--- src/rtl/axi_master_bridge_if.sv ---
// ----------------------------------------------------------------------------
// axi_master_bridge_if
// AXI4 single-beat subset used by axi_master_bridge: AW, W, B, AR and R
// channels.
//   master modport : drives AW/W/AR and b_ready/r_ready (the bridge side)
//   slave modport  : drives the ready inputs and the B/R channels (memory side)
// ----------------------------------------------------------------------------
interface axi_master_bridge_if #(
  parameter int ADDR_W = 64,
  parameter int DATA_W = 64,
  parameter int ID_W   = 4
);
  // AW channel
  logic [ID_W-1:0]     aw_id;
  logic [ADDR_W-1:0]   aw_addr;
  logic [7:0]          aw_len;
  logic [2:0]          aw_size;
  logic [1:0]          aw_burst;
  logic                aw_valid;
  logic                aw_ready;
  // W channel
  logic [DATA_W-1:0]   w_data;
  logic [DATA_W/8-1:0] w_strb;
  logic                w_last;
  logic                w_valid;
  logic                w_ready;
  // B channel
  logic [ID_W-1:0]     b_id;
  logic [1:0]          b_resp;
  logic                b_valid;
  logic                b_ready;
  // AR channel
  logic [ID_W-1:0]     ar_id;
  logic [ADDR_W-1:0]   ar_addr;
  logic [7:0]          ar_len;
  logic [2:0]          ar_size;
  logic [1:0]          ar_burst;
  logic                ar_valid;
  logic                ar_ready;
  // R channel
  logic [ID_W-1:0]     r_id;
  logic [DATA_W-1:0]   r_data;
  logic [1:0]          r_resp;
  logic                r_last;
  logic                r_valid;
  logic                r_ready;

  modport master (
    output aw_id, aw_addr, aw_len, aw_size, aw_burst, aw_valid,
    input  aw_ready,
    output w_data, w_strb, w_last, w_valid,
    input  w_ready,
    input  b_id, b_resp, b_valid,
    output b_ready,
    output ar_id, ar_addr, ar_len, ar_size, ar_burst, ar_valid,
    input  ar_ready,
    input  r_id, r_data, r_resp, r_last, r_valid,
    output r_ready
  );

  modport slave (
    input  aw_id, aw_addr, aw_len, aw_size, aw_burst, aw_valid,
    output aw_ready,
    input  w_data, w_strb, w_last, w_valid,
    output w_ready,
    output b_id, b_resp, b_valid,
    input  b_ready,
    input  ar_id, ar_addr, ar_len, ar_size, ar_burst, ar_valid,
    output ar_ready,
    output r_id, r_data, r_resp, r_last, r_valid,
    input  r_ready
  );
endinterface

--- src/rtl/axi_master_bridge.sv ---
// ----------------------------------------------------------------------------
// axi_master_bridge
// Single-outstanding AXI4 master: converts one CPU-side request into one
// single-beat AXI read or write and returns a one-cycle completion pulse.
// Ports:
//   clk, rst       clock (rising edge) and asynchronous active-low reset
//   req_*          request side (valid/ready, we, addr, size, wdata, wstrb)
//   resp_*         completion pulse with read data and error flag
//   axi            AXI master port (AW, W, B, AR, R channels)
// ----------------------------------------------------------------------------
module axi_master_bridge #(
  parameter int              ADDR_W = 64,
  parameter int              DATA_W = 64,
  parameter int              ID_W   = 4,
  parameter logic [ID_W-1:0] MST_ID = {ID_W{1'b0}}
) (
  input  logic                clk,
  input  logic                rst,
  input  logic                req_valid,
  output logic                req_ready,
  input  logic                req_we,
  input  logic [ADDR_W-1:0]   req_addr,
  input  logic [2:0]          req_size,
  input  logic [DATA_W-1:0]   req_wdata,
  input  logic [DATA_W/8-1:0] req_wstrb,
  output logic                resp_valid,
  output logic [DATA_W-1:0]   resp_rdata,
  output logic                resp_err,
  axi_master_bridge_if.master axi
);

  typedef enum logic [2:0] {
    IDLE    = 3'd0,
    WR_REQ  = 3'd1,
    WR_RESP = 3'd2,
    RD_REQ  = 3'd3,
    RD_DATA = 3'd4,
    DONE    = 3'd5
  } state_t;

  state_t              state_r;
  state_t              state_s;

  logic [ADDR_W-1:0]   addr_r;
  logic [2:0]          size_r;
  logic [DATA_W-1:0]   wdata_r;
  logic [DATA_W/8-1:0] wstrb_r;
  logic                we_r;
  logic                aw_done_r;
  logic                w_done_r;
  logic [DATA_W-1:0]   rdata_r;
  logic                err_r;

  logic                req_ready_s;
  logic                resp_valid_s;
  logic                aw_valid_s;
  logic                w_valid_s;
  logic                b_ready_s;
  logic                ar_valid_s;
  logic                r_ready_s;

  logic                accept_s;
  logic                aw_hs_s;
  logic                w_hs_s;
  logic                b_hs_s;
  logic                r_hs_s;

  // Completion is an error on a non-OKAY response, a foreign ID, or a missing last beat.
  function automatic logic resp_is_err(input logic [1:0]      resp,
                                       input logic [ID_W-1:0] id,
                                       input logic            last);
    return (resp != 2'b00) | (id != MST_ID) | ~last;
  endfunction

  assign accept_s = req_valid & req_ready_s;
  assign aw_hs_s  = aw_valid_s & axi.aw_ready;
  assign w_hs_s   = w_valid_s & axi.w_ready;
  assign b_hs_s   = b_ready_s & axi.b_valid;
  assign r_hs_s   = r_ready_s & axi.r_valid;

  // State register.
  always_ff @(posedge clk or negedge rst) begin
    if (!rst) begin
      state_r <= IDLE;
    end else begin
      state_r <= state_s;
    end
  end

  // Next-state and output decode; valids come from registered state only,
  // the ready inputs steer the next state but never the valids.
  always_comb begin
    state_s      = state_r;
    req_ready_s  = 1'b0;
    resp_valid_s = 1'b0;
    aw_valid_s   = 1'b0;
    w_valid_s    = 1'b0;
    b_ready_s    = 1'b0;
    ar_valid_s   = 1'b0;
    r_ready_s    = 1'b0;
    case (state_r)
      IDLE: begin
        req_ready_s = 1'b1;
        if (req_valid) begin
          state_s = req_we ? WR_REQ : RD_REQ;
        end else begin
          state_s = IDLE;
        end
      end
      WR_REQ: begin
        aw_valid_s = ~aw_done_r;
        w_valid_s  = ~w_done_r;
        // Each channel is complete if it finished earlier or completes now.
        if ((aw_done_r | axi.aw_ready) & (w_done_r | axi.w_ready)) begin
          state_s = WR_RESP;
        end else begin
          state_s = WR_REQ;
        end
      end
      WR_RESP: begin
        b_ready_s = 1'b1;
        if (axi.b_valid) begin
          state_s = DONE;
        end else begin
          state_s = WR_RESP;
        end
      end
      RD_REQ: begin
        ar_valid_s = 1'b1;
        if (axi.ar_ready) begin
          state_s = RD_DATA;
        end else begin
          state_s = RD_REQ;
        end
      end
      RD_DATA: begin
        r_ready_s = 1'b1;
        if (axi.r_valid) begin
          state_s = DONE;
        end else begin
          state_s = RD_DATA;
        end
      end
      DONE: begin
        resp_valid_s = 1'b1;
        state_s      = IDLE;
      end
      default: begin
        state_s = IDLE;
      end
    endcase
  end

  // Request latch, per-channel write done flags, and response capture.
  always_ff @(posedge clk or negedge rst) begin
    if (!rst) begin
      addr_r    <= {ADDR_W{1'b0}};
      size_r    <= 3'd0;
      wdata_r   <= {DATA_W{1'b0}};
      wstrb_r   <= {(DATA_W/8){1'b0}};
      we_r      <= 1'b0;
      aw_done_r <= 1'b0;
      w_done_r  <= 1'b0;
      rdata_r   <= {DATA_W{1'b0}};
      err_r     <= 1'b0;
    end else begin
      if (accept_s) begin
        addr_r    <= req_addr;
        size_r    <= req_size;
        wdata_r   <= req_wdata;
        wstrb_r   <= req_wstrb;
        we_r      <= req_we;
        aw_done_r <= 1'b0;
        w_done_r  <= 1'b0;
      end else begin
        if (aw_hs_s) begin
          aw_done_r <= 1'b1;
        end
        if (w_hs_s) begin
          w_done_r <= 1'b1;
        end
      end
      // rdata_r only moves on reads, so a write completion shows the last read data.
      if (r_hs_s) begin
        rdata_r <= axi.r_data;
      end
      if (b_hs_s | r_hs_s) begin
        err_r <= we_r ? resp_is_err(axi.b_resp, axi.b_id, 1'b1)
                      : resp_is_err(axi.r_resp, axi.r_id, axi.r_last);
      end
    end
  end

  assign req_ready    = req_ready_s;
  assign resp_valid   = resp_valid_s;
  assign resp_rdata   = rdata_r;
  assign resp_err     = err_r;

  assign axi.aw_id    = MST_ID;
  assign axi.aw_addr  = addr_r;
  assign axi.aw_len   = 8'd0;
  assign axi.aw_size  = size_r;
  assign axi.aw_burst = 2'b01;
  assign axi.aw_valid = aw_valid_s;
  assign axi.w_data   = wdata_r;
  assign axi.w_strb   = wstrb_r;
  assign axi.w_last   = 1'b1;
  assign axi.w_valid  = w_valid_s;
  assign axi.b_ready  = b_ready_s;
  assign axi.ar_id    = MST_ID;
  assign axi.ar_addr  = addr_r;
  assign axi.ar_len   = 8'd0;
  assign axi.ar_size  = size_r;
  assign axi.ar_burst = 2'b01;
  assign axi.ar_valid = ar_valid_s;
  assign axi.r_ready  = r_ready_s;

endmodule

--- src/flat_wrapper.sv ---
// flat-port wrapper written by rule: the top's interface ports become plain ports
module axi_master_bridge_flat 
#(
  parameter int              ADDR_W = 64,
  parameter int              DATA_W = 64,
  parameter int              ID_W   = 4,
  parameter logic [ID_W-1:0] MST_ID = {ID_W{1'b0}}
)
  (clk, rst, req_valid, req_ready, req_we, req_addr, req_size, req_wdata, req_wstrb, resp_valid, resp_rdata, resp_err, axi_aw_id, axi_aw_addr, axi_aw_len, axi_aw_size, axi_aw_burst, axi_aw_valid, axi_aw_ready, axi_w_data, axi_w_strb, axi_w_last, axi_w_valid, axi_w_ready, axi_b_id, axi_b_resp, axi_b_valid, axi_b_ready, axi_ar_id, axi_ar_addr, axi_ar_len, axi_ar_size, axi_ar_burst, axi_ar_valid, axi_ar_ready, axi_r_id, axi_r_data, axi_r_resp, axi_r_last, axi_r_valid, axi_r_ready);
  axi_master_bridge_if #(.ADDR_W(ADDR_W), .DATA_W(DATA_W), .ID_W(ID_W)) axi_i ();
  input  logic clk;
  input  logic rst;
  input  logic req_valid;
  output logic req_ready;
  input  logic req_we;
  input  logic [ADDR_W-1:0] req_addr;
  input  logic [2:0] req_size;
  input  logic [DATA_W-1:0] req_wdata;
  input  logic [DATA_W/8-1:0] req_wstrb;
  output logic resp_valid;
  output logic [DATA_W-1:0] resp_rdata;
  output logic resp_err;
  output wire logic [$bits(axi_i.aw_id)-1:0] axi_aw_id;
  output wire logic [$bits(axi_i.aw_addr)-1:0] axi_aw_addr;
  output wire logic [$bits(axi_i.aw_len)-1:0] axi_aw_len;
  output wire logic [$bits(axi_i.aw_size)-1:0] axi_aw_size;
  output wire logic [$bits(axi_i.aw_burst)-1:0] axi_aw_burst;
  output wire logic [$bits(axi_i.aw_valid)-1:0] axi_aw_valid;
  input wire logic [$bits(axi_i.aw_ready)-1:0] axi_aw_ready;
  output wire logic [$bits(axi_i.w_data)-1:0] axi_w_data;
  output wire logic [$bits(axi_i.w_strb)-1:0] axi_w_strb;
  output wire logic [$bits(axi_i.w_last)-1:0] axi_w_last;
  output wire logic [$bits(axi_i.w_valid)-1:0] axi_w_valid;
  input wire logic [$bits(axi_i.w_ready)-1:0] axi_w_ready;
  input wire logic [$bits(axi_i.b_id)-1:0] axi_b_id;
  input wire logic [$bits(axi_i.b_resp)-1:0] axi_b_resp;
  input wire logic [$bits(axi_i.b_valid)-1:0] axi_b_valid;
  output wire logic [$bits(axi_i.b_ready)-1:0] axi_b_ready;
  output wire logic [$bits(axi_i.ar_id)-1:0] axi_ar_id;
  output wire logic [$bits(axi_i.ar_addr)-1:0] axi_ar_addr;
  output wire logic [$bits(axi_i.ar_len)-1:0] axi_ar_len;
  output wire logic [$bits(axi_i.ar_size)-1:0] axi_ar_size;
  output wire logic [$bits(axi_i.ar_burst)-1:0] axi_ar_burst;
  output wire logic [$bits(axi_i.ar_valid)-1:0] axi_ar_valid;
  input wire logic [$bits(axi_i.ar_ready)-1:0] axi_ar_ready;
  input wire logic [$bits(axi_i.r_id)-1:0] axi_r_id;
  input wire logic [$bits(axi_i.r_data)-1:0] axi_r_data;
  input wire logic [$bits(axi_i.r_resp)-1:0] axi_r_resp;
  input wire logic [$bits(axi_i.r_last)-1:0] axi_r_last;
  input wire logic [$bits(axi_i.r_valid)-1:0] axi_r_valid;
  output wire logic [$bits(axi_i.r_ready)-1:0] axi_r_ready;
  assign axi_aw_id = axi_i.aw_id;
  assign axi_aw_addr = axi_i.aw_addr;
  assign axi_aw_len = axi_i.aw_len;
  assign axi_aw_size = axi_i.aw_size;
  assign axi_aw_burst = axi_i.aw_burst;
  assign axi_aw_valid = axi_i.aw_valid;
  assign axi_i.aw_ready = axi_aw_ready;
  assign axi_w_data = axi_i.w_data;
  assign axi_w_strb = axi_i.w_strb;
  assign axi_w_last = axi_i.w_last;
  assign axi_w_valid = axi_i.w_valid;
  assign axi_i.w_ready = axi_w_ready;
  assign axi_i.b_id = axi_b_id;
  assign axi_i.b_resp = axi_b_resp;
  assign axi_i.b_valid = axi_b_valid;
  assign axi_b_ready = axi_i.b_ready;
  assign axi_ar_id = axi_i.ar_id;
  assign axi_ar_addr = axi_i.ar_addr;
  assign axi_ar_len = axi_i.ar_len;
  assign axi_ar_size = axi_i.ar_size;
  assign axi_ar_burst = axi_i.ar_burst;
  assign axi_ar_valid = axi_i.ar_valid;
  assign axi_i.ar_ready = axi_ar_ready;
  assign axi_i.r_id = axi_r_id;
  assign axi_i.r_data = axi_r_data;
  assign axi_i.r_resp = axi_r_resp;
  assign axi_i.r_last = axi_r_last;
  assign axi_i.r_valid = axi_r_valid;
  assign axi_r_ready = axi_i.r_ready;
  axi_master_bridge #(.ADDR_W(ADDR_W), .DATA_W(DATA_W), .ID_W(ID_W), .MST_ID(MST_ID)) u_core (.clk(clk), .rst(rst), .req_valid(req_valid), .req_ready(req_ready), .req_we(req_we), .req_addr(req_addr), .req_size(req_size), .req_wdata(req_wdata), .req_wstrb(req_wstrb), .resp_valid(resp_valid), .resp_rdata(resp_rdata), .resp_err(resp_err), .axi(axi_i));
endmodule
--- config.mk ---
export PLATFORM = sky130hd
export DESIGN_NAME = axi_master_bridge_flat
export DESIGN_NICKNAME = d
export VERILOG_FILES = /design/src/rtl/axi_master_bridge_if.sv /design/src/rtl/axi_master_bridge.sv /design/src/flat_wrapper.sv
export SDC_FILE = /design/constraint.sdc
export NUM_CORES = 1
export LEC_CHECK = 0
export ABC_AREA = 1
export CORE_AREA = 4 4 207 209
export DETAILED_ROUTE_END_ITERATION = 8
export DIE_AREA = 0 0 211 213
export GPL_ROUTABILITY_DRIVEN = 1
export PLACE_DENSITY = 0.59
export SKIP_CTS_REPAIR_TIMING = 1
export SLEW_MARGIN = 10
export SYNTH_ARGS = -nofsm -noshare
export SYNTH_HDL_FRONTEND = slang
export SYNTH_SLANG_ARGS = --single-unit
--- constraint.sdc ---
create_clock -name clk -period 1.7 [get_ports clk]
set_clock_uncertainty 0.2 [all_clocks]
set_input_delay 0.17 -clock clk [delete_from_list [all_inputs] [get_ports clk]]
set_output_delay 0.17 -clock clk [all_outputs]
set_load 0.05 [all_outputs]
==> results of run 1 <==
==> metrics by stage <==
step           hold WS [ps]  util (%)  area (sq um)  cells
6_report              -13.8      38.8         15900   2114
5_1_grt               -1.86      38.8         15900   2114
4_1_cts                -704      36.0         14700   2034
3_5_place_dp           -130      33.9         13800   1991
3_3_place_gp           -134      33.9         13800   1991
2_1_floorplan          -326         -          9210   1057
==> state kept, by name, summed over array words and instances, names as in the netlist <==
| register | cells |
|---|---|
| u_core.w_done_r | 1 |
| u_core.state_r | 3 |
| u_core.resp_err | 1 |
| u_core.axi.w_strb | 8 |
| u_core.aw_done_r | 1 |
| u_core.axi.w_data | 64 |
| u_core.axi.ar_addr | 64 |
| u_core.resp_rdata | 64 |
| u_core.axi.ar_size | 3 |
| u_core.we_r | 1 |
==> logic make-up after synthesis <==
kind of cell           Yosys count  synth area share [%]
flip-flops                     210                  57.8
AO/OA/AOI/OAI                  206                  11.4
buffers and inverters          362                  20.1
other                            2                0.0826
AND/OR/NAND/NOR                250                  10.7
==> worst paths after layout <==
kind	start	end	slack, ps	cells past startpoint
max reg2reg	u_core.state_r[1]	u_core.axi.w_data[61]	-100	8
min	axi_r_data[60]	u_core.resp_rdata[60]	-10	3
min reg2reg	u_core.axi.w_data[49]	u_core.axi.w_data[49]	280	2
max in group asynchronous	rst	u_core.resp_rdata[61]	820	4
min in group asynchronous	rst	u_core.axi.w_data[14]	30	3
max	u_core.state_r[0]	axi_aw_valid	-260	6
==> final cells by class <==
type	instances	share of cell area (%)
diodes	1	0.0158
flip-flops and latches	210	33.2
repair buffers	621	37.5
clock buffers	31	4.34
well taps	532	4.20
clock inverters	12	1.07
inverters	221	5.25
multi-input cells	486	14.5
==> layout by cell type (no fill, tap or decap), drive strengths merged <==
cell           Yosys  routed
a21boi             1       1
buf              125     332
bufinv             0       3
clkbuf            16      41
clkdlybuf4s50      0     223
clkinv             0       2
clkinvlp           0       6
conb               2      29
dfrtp            210     210
diode              0       1
dlygate4sd3        0      56
inv              221     222
nand2            222     222
nand3              5       6
nand4              3       3
nor2              16      16
nor3               4       4
o21ai            205     205
==> power groups by stage <==
stage	Clock [mW]	Combinational [mW]	Sequential (mW)
2_1_floorplan	0	7.11	16.6
3_3_place_gp	0	21.2	9.08
3_5_place_dp	0	21.4	9.14
4_1_cts	5.73	21.4	9.13
5_1_grt	5.91	23.5	9.46
6_report	5.55	22.3	9.14
==> cell usage after synthesis <==
master    count  area (sq um)
conb_1        2          7.51
nand4_1       3          18.8
nor2_4        1          11.3
buf_6        10           113
inv_1       221           830
dfrtp_1     210          5260
nand2_1     222           833
o21ai_1      81           405
nor2_1       15          56.3
clkbuf_1     16          60.1
nand3_2       2          20.0
o21ai_0     124           621
buf_2        16          80.1
a21boi_0      1          7.51
buf_4        99           743
nand3_1       3          15.0
nor3_1        4          20.0
==> routing by layer <==
metal	up-vias	global-route usage, %
met2	322	21.7
li1	4050	-
met3	40	4.35
met1	3785	14.2
met5	-	0
met4	0	3.00
==> critical path, delay by kind of cell (launching register included) <==
family                 cells  cell delay (ps)
buffers and inverters      3              320
AND/OR/NAND/NOR            3              310
flip-flops                 1              440
==> results_dict.tcl, run 1 <==
set metrics [dict create \
    maxCapViolations 0 \
    grt_use_total_pct 12.2 \
    critical_path_class "register to output pin" \
    worstPathCellList "inv_4, nor2_4, nand2_4, nor2_4, buf_6, buf_12" \
    cp-start-kind "register" \
    top_layer "met4" \
    grt_pass1_wl_microns 44300 \
    final-seq-area_sq_mm 0.00526 \
    setup_tns_ps -6390 \
    drive_gt1_share_pct 26.9 \
    fillers 4054 \
    pre_cts_slack_ps -28.1 \
    drt-met1-wl_microns 12200 \
    clockBufferDepth 3 \
    clkSinkCount 210 \
    rsz0062_at_grt "yes" \
    holdWs_ps -13.8 \
    ys_ff_latch 210 \
    ios 532 \
    dr_wl_met2_microns 15900 \
    antenna_left 0 \
    final_hold_viol_count 23 \
    layout_setup_ws_ps -256 \
    die_area_sq_mm 0.0449 \
    drt_iter0_markers 402 \
    setup_viol 145 \
    place_congestion 0.778 \
    syn_inst 1030 \
    end_kind "output pin" \
    remaining_drc_errors 0 \
    avgViaCountPerCell 3.88 \
    drtPass1Iterations 4 \
    p_int_mw 17.7 \
    wirelength_microns 31700 \
    synth.avg_cell_area_sq_um 8.83 \
    multi_input_area_sq_mm 0.00230 \
    fin_crit_ps 1960 \
    io_buffers 502 \
    worstSkewPairLatency_ps 520 \
    netSwitchingFraction_pct 52.3 \
    die_w_microns 211 \
    antenna_found_initial 1 \
    finalCritPeriodShare_pct 115 \
    power_density_mw_per_mm2 2330 \
    area_delta_synth_final_pct 74.3 \
    outcome "finished with violations" \
    drv_slew 0 \
    wire_per_inst_microns 15.0 \
    switchingPower_mw 19.3 \
    root_buffer "clkbuf_16" \
    violations "hold timing, setup timing" \
    dr_total_vias 8197 \
    grt_max_degree 73 \
    pwr-share-comb_pct 60.3 \
    critPathMaxStageDelay_ps 440 \
    timing.fmax_ghz 0.511 \
    wl_met3_microns 2800 \
    hp-class "input port to register" \
    critPathSlowestCell "dfrtp_2" \
    overflow 0 \
    netlist_area_sq_mm 0.00910 \
    hpwlAfterDp_microns 23300 \
    cts_buffers 25 \
    ys_seq_area_share_pct 57.8 \
    path_max_fanout 5 \
    row_count 74 \
    yosys_warnings 0 \
    die_h_microns 213 \
    irDropWorstVdd_mv 1.30 \
    cpMostUsedCell "nor2_4" \
    fin_nets 1790 \
    worstPathRequired_ps 1330 \
    p_clk_share_pct 15.0 \
    core-area_sq_mm 0.0408 \
    cts_tree "yes" \
    ys_types 17 \
    p_seq_share_pct 24.7 \
    cp_data_arrival_time_ps 1590 \
    leakagePower_nw 8.25 \
    htreeDepth 1 \
    grt_pass1_vias 7784 \
    start_util_pct 22.3 \
    path_clk_slew_ps 70 \
    power_mw 37.0 \
]
Power figures use the tool's default switching activity.
==> inputs of run 2 (changes only) <==
--- a/config.mk
+++ b/config.mk
@@ -10,6 +10,7 @@
 export DETAILED_ROUTE_END_ITERATION = 8
 export DIE_AREA = 0 0 211 213
 export GPL_ROUTABILITY_DRIVEN = 1
+export GPL_TIMING_DRIVEN = 0
 export PLACE_DENSITY = 0.59
 export SKIP_CTS_REPAIR_TIMING = 1
 export SLEW_MARGIN = 10
==> results_dict.tcl, run 2 (synthesis results as in run 1) <==
set metrics [dict create \
    outcome "finished with violations" \
    violations "hold timing, setup timing" \
    timing.fmax_ghz 0.524 \
    end_kind "output pin" \
    htreeDepth 1 \
    critical_path_class "register to output pin" \
    worstSkewPairLatency_ps 530 \
    place_area_sq_mm 0.0150 \
    antenna_found_initial 0 \
    worstPathRequired_ps 1330 \
    irDropWorstVdd_mv 1.54 \
    row_count 74 \
    grt_use_total_pct 14.3 \
    antenna_cells 0 \
    final_util_pct 38.1 \
    start_util_pct 22.3 \
    wire_per_inst_microns 15.5 \
    drv_slew 0 \
    leakagePower_nw 8.39 \
    core-area_sq_mm 0.0408 \
    cts_tree "yes" \
    holdWs_ps -111 \
    remaining_drc_errors 0 \
    drt_iter0_markers 335 \
    path_clk_slew_ps 60 \
    power_density_mw_per_mm2 2270 \
    path_max_fanout 5 \
    wirelength_microns 34700 \
    rrSetupSlack_ps -110 \
    tightest_slew_ps 619 \
    hpwlAfterDp_microns 26500 \
    setup_viol 142 \
    drtPass1Iterations 4 \
    io_buffers 502 \
    layout_setup_ws_ps -207 \
    clockBufferDepth 3 \
    grt_pass1_vias 8549 \
    root_buffer "clkbuf_16" \
    area_delta_synth_final_pct 71.2 \
    die_area_sq_mm 0.0449 \
    layout_common_cells "223 x clkdlybuf4s50_1, 219 x nand2_1, 218 x inv_1" \
    cts_buffers 25 \
    die_h_microns 213 \
    dpl.cell_count 2093 \
    fin_cells 2235 \
    grt_pass1_wl_microns 50900 \
    cp-start-kind "register" \
    layout_commonest_cell "clkdlybuf4s50_1" \
    die_w_microns 211 \
    grt_max_degree 101 \
    antenna_left 0 \
    final_hold_viol_count 52 \
    cp_data_arrival_time_ps 1540 \
    rsz0062_at_grt "yes" \
    maxCapViolations 0 \
    hp-class "input port to async pin" \
    pre_cts_slack_ps -551 \
    overflow 0 \
    max_slew_margin_pct 58.7 \
    fin_crit_ps 1910 \
    clkSinkCount 210 \
    ios 532 \
    drive_gt1_share_pct 28.4 \
    fin_area_sq_mm 0.0156 \
    place_congestion 0.820 \
    avgViaCountPerCell 3.87 \
    dr_total_vias 8639 \
    finalCritPeriodShare_pct 112 \
    fin_nets 1910 \
]
run 2: cell count changes in the layout (fill, tap and decap cells not counted), sizes merged:
cell,delta
nand3,-1
clkbuf,+231
buf,-126
dlygate4sd3,+26
clkinvlp,-6
diode,-1
clkinv,+1
bufinv,-3
run 2: layer usage:
layer	part of all wire [%]	up-vias	GRT usage [%]
met5	0	-	0
met4	2.1	0	3.11
met3	9.1	33	5.44
met2	50	327	25.5
met1	38	4005	16.5
li1	-	4274	-
run 2: final cells by class:
class,instances,area [sq um]
Buffer,141,1020
Fill cell,4214,25300
Inverter,221,835
Clock inverter,4,27.5
Tap cell,532,666
Sequential cell,210,5260
Multi-Input combinational cell,485,2180
Timing Repair Buffer,601,4860
Clock buffer,41,726
run 2: stage by stage:
| stage | hold WS (ps) | total power, mW | TNS (ps) |
|---|---|---|---|
| after floorplan | -326 | 23.7 | -281 |
| after global placement | 264 | 32.2 | -1938910 |
| after detailed placement | -149 | 32.4 | -26610 |
| after CTS | -747 | 37.6 | -154920 |
| after global routing | -95.4 | 37.3 | -32260 |
| final | -111 | 35.3 | -9820 |
run 2: worst paths after layout:
check,start,end,cells after the start
setup / recovery,u_core.state_r[0],axi_aw_valid,5
hold / removal,rst,u_core.axi.w_data[14],2
setup reg to reg,u_core.state_r[1],u_core.axi.w_data[16],7
hold reg to reg,u_core.axi.w_data[63],u_core.axi.w_data[63],2
max in group asynchronous,rst,u_core.axi.ar_addr[2],3
min in group clk,req_size[0],u_core.axi.ar_size[0],3
run 2: critical path, cell delays in order, from the launching register on:
cell and delay (ps):
dfrtp_2 430, inv_4 80, nor2_4 120, nand2_4 90
nor2_4 120, buf_8 160
run 2: where the power goes:
part           leakage, nW  total [mW]  internal, mW  switching [mW]
Sequential            2.61        9.06          7.35            1.70
Clock                0.367        5.01          2.90            2.11
Combinational         5.41        21.2          5.66            15.6
